**src/rtl/mac_accum_seq.sv**
```systemverilog
// Accumulating sequencer behind the mac ALU: registers and saturates mac.out and feeds it back as preResult.
// Result valid 1 cycle after the last term (or after a zero-length start); held under out_ready=0 backpressure.
module mac_accum_seq #(
    parameter int LEN   = 8,
    parameter int CNT_W = 8
) (
    input  logic               clk,
    input  logic               rstn,
    input  logic               start,
    input  logic [CNT_W-1:0]   acc_len,
    input  logic               abort,
    input  logic               in_valid,
    output logic               in_ready,
    input  logic [2*LEN-1:0]   mac_out,
    output logic [LEN-1:0]     pre_result,
    output logic [LEN-1:0]     result,
    output logic               result_valid,
    input  logic               out_ready,
    output logic               sat_flag,
    output logic               busy
);

    typedef enum logic [1:0] {
        IDLE = 2'd0,
        ACC  = 2'd1,
        DONE = 2'd2
    } state_t;

    // Clamp bounds, sign-extended to the full mac output width.
    localparam logic signed [2*LEN-1:0] SAT_MAX = {{(LEN+1){1'b0}}, {(LEN-1){1'b1}}};
    localparam logic signed [2*LEN-1:0] SAT_MIN = {{(LEN+1){1'b1}}, {(LEN-1){1'b0}}};

    state_t             state;
    logic [LEN-1:0]     acc;
    logic [CNT_W-1:0]   cnt;
    logic [CNT_W-1:0]   len_q;

    logic signed [2*LEN-1:0] mac_s;
    logic [LEN-1:0]          sat_val;
    logic                    sat_hit;
    logic                    beat;

    assign mac_s = $signed(mac_out);

    always_comb begin
        sat_val = mac_out[LEN-1:0];
        sat_hit = 1'b0;
        if (mac_s > SAT_MAX) begin
            sat_val = SAT_MAX[LEN-1:0];
            sat_hit = 1'b1;
        end else if (mac_s < SAT_MIN) begin
            sat_val = SAT_MIN[LEN-1:0];
            sat_hit = 1'b1;
        end
    end

    assign beat = in_valid && (state == ACC);

    always_ff @(posedge clk or negedge rstn) begin
        if (!rstn) begin
            state    <= IDLE;
            acc      <= '0;
            cnt      <= '0;
            len_q    <= '0;
            sat_flag <= 1'b0;
        end else if (abort) begin
            state    <= IDLE;
            acc      <= '0;
            cnt      <= '0;
            sat_flag <= 1'b0;
        end else begin
            case (state)
                IDLE: begin
                    if (start) begin
                        len_q    <= acc_len;
                        acc      <= '0;
                        cnt      <= '0;
                        sat_flag <= 1'b0;
                        state    <= (acc_len == '0) ? DONE : ACC;
                    end
                end
                ACC: begin
                    if (beat) begin
                        acc      <= sat_val;
                        cnt      <= cnt + CNT_W'(1);
                        sat_flag <= sat_flag | sat_hit;
                        if (cnt == len_q - CNT_W'(1)) begin
                            state <= DONE;
                        end
                    end
                end
                DONE: begin
                    // acc is kept so result stays readable until the next start.
                    if (out_ready) begin
                        state <= IDLE;
                    end
                end
                default: state <= IDLE;
            endcase
        end
    end

    // pre_result comes straight from the register, breaking the mac feedback loop.
    assign pre_result   = acc;
    assign result       = acc;
    assign in_ready     = (state == ACC);
    assign result_valid = (state == DONE);
    assign busy         = (state != IDLE);

endmodule

```
**config.mk**
```make
export PLATFORM = sky130hd
export DESIGN_NAME = mac_accum_seq
export DESIGN_NICKNAME = d
export VERILOG_FILES = /design/src/rtl/mac_accum_seq.sv
export SDC_FILE = /design/constraint.sdc
export NUM_CORES = 1
export LEC_CHECK = 0
export CORE_MARGIN = 4
export CORE_UTILIZATION = 49
export CTS_CLUSTER_DIAMETER = 30
export DETAILED_ROUTE_END_ITERATION = 6
export PLACE_DENSITY = 0.85
export SLEW_MARGIN = 10
export SYNTH_ARGS = -nofsm -noshare
export SYNTH_HDL_FRONTEND = slang
export SYNTH_SLANG_ARGS = --single-unit
```
**constraint.sdc**
```tcl
create_clock -name clk -period 2.9 [get_ports clk]
set_input_delay 0.58 -clock clk [delete_from_list [all_inputs] [get_ports clk]]
set_output_delay 0.58 -clock clk [all_outputs]
set_load 0.05 [all_outputs]
```
==> results.sh <==
export IMPL_io_pins=50
export IMPL_path_clk_slew_ns=0.14
export IMPL_syn_area_um2=1560
export IMPL_synthTopCellsByCount="dfrtp_1, nand2_1, nor2_1"
export IMPL_crit_arrival_ns=1.93
export IMPL_initial_utilization_pct=51.1
export IMPL_drv_slew=0
export IMPL_num_fill_cells=253
export IMPL_layout_cells_non_filler=259
export IMPL_synth_area_leaders="dfrtp_1, nand2_1, mux2_1"
export IMPL_fmax_ghz=0.399
export IMPL_yosysTopAreaCellShare_pct=43.3
export IMPL_clk_insertion_delay_late_ns=0.32
export IMPL_holdPathStages=2
export IMPL_grt_ovfl_total=0
export IMPL_crit_type="flip-flop to output pin"
export IMPL_drv_cap=0
export IMPL_dpl_hpwl_mm=3.07
export IMPL_rows=20
export IMPL_worstMarginPinSlew_ns=0.612
export IMPL_dp_cells=255
export IMPL_fin_nets=248
export IMPL_period_share_pct=86.5
export IMPL_cp_max_fo=8
export IMPL_antenna_found_initial=0
export IMPL_die_h_um=64.5
export IMPL_synth_edf_count=0
export IMPL_synth_seq_cells=27
export IMPL_relSlewSlack_pct=59.2
export IMPL_synth_simple_area_share_pct=22.1
export IMPL_peakVddDrop_v=0.000223
export IMPL_grt_pass1_wl_mm=6.24
export IMPL_synth_top_family_by_area="simple AND/OR/NAND/NOR gates"
export IMPL_synth_distinct_cells=39
export IMPL_cts_tree="built"
export IMPL_cts_setup_buffers=0
export IMPL_worstSetupEndpointType="output pin"
export IMPL_drtIter0Drc=31
export IMPL_drive_above_1_share_pct=6.05
export IMPL_grt_max_degree=28
export IMPL_synthMuxAreaShare_pct=5.05
export IMPL_synthCells=171
export IMPL_min_path_type="flip-flop to flip-flop"
export IMPL_area_growth_pct=33.2
export IMPL_max_clock_path_buffers=2
export IMPL_drt_total_wl_mm=3.83
export IMPL_first_global_vias=1391
export IMPL_fin_skew_ns=0.0113
export IMPL_synth_yosys_seq_area_share_pct=43.3
export IMPL_status="finished clean"
export IMPL_clock_root_buffer="clkbuf_4"
export IMPL_syn_nets=203
export IMPL_hold_viol=0
export IMPL_gp_congestion=0.779
export IMPL_yosysWarnings=0
export IMPL_setup_violations=0
export IMPL_cts_sinks=27
export IMPL_diodes=0
export IMPL_rsz0062_at_grt="false"
export IMPL_die_w_um=64.5
export IMPL_async_flop_share_pct=100
export IMPL_cts_resized=0
export IMPL_avgSynthCellArea_um2=9.13
export IMPL_final_setup_tns_ns=0
export IMPL_wl_per_cell_um=14.8
export IMPL_multi_input_area_um2=783
export IMPL_vias=1411
export IMPL_regArea_um2=676
export IMPL_reg2regPathDepth=5
export IMPL_ys_flop_type="dfrtp_1"
export IMPL_p_leak_nw=0.843
export IMPL_coreArea_um2=3050
export IMPL_synth_most_common_cell="dfrtp_1"
export IMPL_hold_buffers=0
export IMPL_p_per_area_nw_per_um2=430
export IMPL_synth_xor_area_share_pct=6.17
export IMPL_grtUsageTotal_pct=19.1
export IMPL_drc=0
export IMPL_synth_compound_area_share_pct=15.2
export IMPL_dieArea_um2=4150
export IMPL_synth_fa_ha_area_share_pct=1.60
export IMPL_cts_buffers=3
export IMPL_synth_top_cell_by_area="dfrtp_1"
export IMPL_min_period_ns=2.51
export IMPL_vias_per_cell=5.45
export IMPL_worstPathRequired_ns=2.32
export IMPL_io_buffers=49
export IMPL_ant_nets=0
export IMPL_htreeDepth=1
export IMPL_startpoint_type="flip-flop"
export IMPL_drt_first_pass_iters=4
==> flip-flops by register name (all words and copies together), names as in the netlist <==
name	count
sat_flag	1
len_q	8
cnt	8
pre_result	8
state	2
==> report_power, final <==
group | switching (mW) | total, mW | leakage, nW | internal (mW)
clock | 0.106 | 0.160 | 0.0150 | 0.0539
sequential | 0.0482 | 0.457 | 0.357 | 0.408
combinational | 0.147 | 0.277 | 0.471 | 0.130
==> area by class of cell <==
class                   count  area share, %
well taps                  44           2.65
flip-flops and latches     27           32.5
repair buffers             53           25.0
inverters                   5          0.903
clock buffers               4           1.26
multi-input cells         126           37.7
==> path summary, 6_finish.rpt <==
check,end,slack (ns),start
worst min register to register,pre_result[6],0.54,pre_result[6]
worst min-delay path,pre_result[6],0.54,pre_result[6]
worst max-delay path,result_valid,0.39,state[1]
min in group asynchronous,sat_flag,0.61,rstn
worst max register to register,state[0],0.92,len_q[7]
max in group asynchronous,pre_result[0],2.03,rstn
==> metrics by stage <==
stage | instance area, µm² | hold WS (ns) | utilization (%) | power, mW | worst slack, ns
after floorplan | 1560 | 0.284 | - | 0.630 | 1.13
after global placement | 2050 | 0.486 | 67.3 | 0.724 | 0.701
after detailed placement | 2050 | 0.497 | 67.3 | 0.740 | 0.676
after CTS | 2080 | 0.540 | 68.1 | 0.898 | 0.413
after global routing | 2080 | 0.582 | 68.1 | 0.939 | 0.312
final | 2080 | 0.536 | 68.1 | 0.893 | 0.392
==> logic make-up (layout without fill, tap and decap cells) <==
family / Yosys count / count (layout)
compound gates: 38 / 38
simple gates: 68 / 68
flops: 27 / 27
mux: 7 / 7
fa+ha+maj: 2 / 2
buf+inv: 18 / 62
xor+xnor: 11 / 11
==> layer usage <==
| metal | vias to the layer above | share of wire [%] | GRT usage (%) |
|---|---|---|---|
| li1 | 686 | - | - |
| met1 | 688 | 41 | 23.0 |
| met5 | - | 0 | 0 |
| met4 | 0 | 1.2 | 5.80 |
| met2 | 32 | 54 | 35.8 |
| met3 | 5 | 3.7 | 1.56 |
==> layout by cell type, fill, tap and decap left out, types with 2 or more instances in the layout <==
| cell type | n |
|---|---|
| clkdlybuf4s50_1 | 49 |
| dfrtp_1 | 27 |
| nand2_1 | 20 |
| nor2_1 | 16 |
| o21ai_1 | 11 |
| o21ai_0 | 10 |
| mux2_1 | 6 |
| xnor2_1 | 6 |
| inv_1 | 5 |
| nand4_1 | 5 |
| nor4_1 | 5 |
| a21oi_1 | 5 |
| nand3_1 | 5 |
| xor2_1 | 5 |
| buf_4 | 4 |
| nor2b_1 | 3 |
| nor3_1 | 3 |
| nor4b_1 | 3 |
| clkbuf_4 | 3 |
| a31oi_1 | 2 |
| a22o_1 | 2 |
| ha_1 | 2 |
==> critical path, stage by stage (launching register included) <==
cell             delay (ns)
dfrtp_1                0.50
inv_1                  0.11
nor2_1                 0.17
clkdlybuf4s50_1        0.83
No activity file was read; power rests on OpenSTA's default activity.
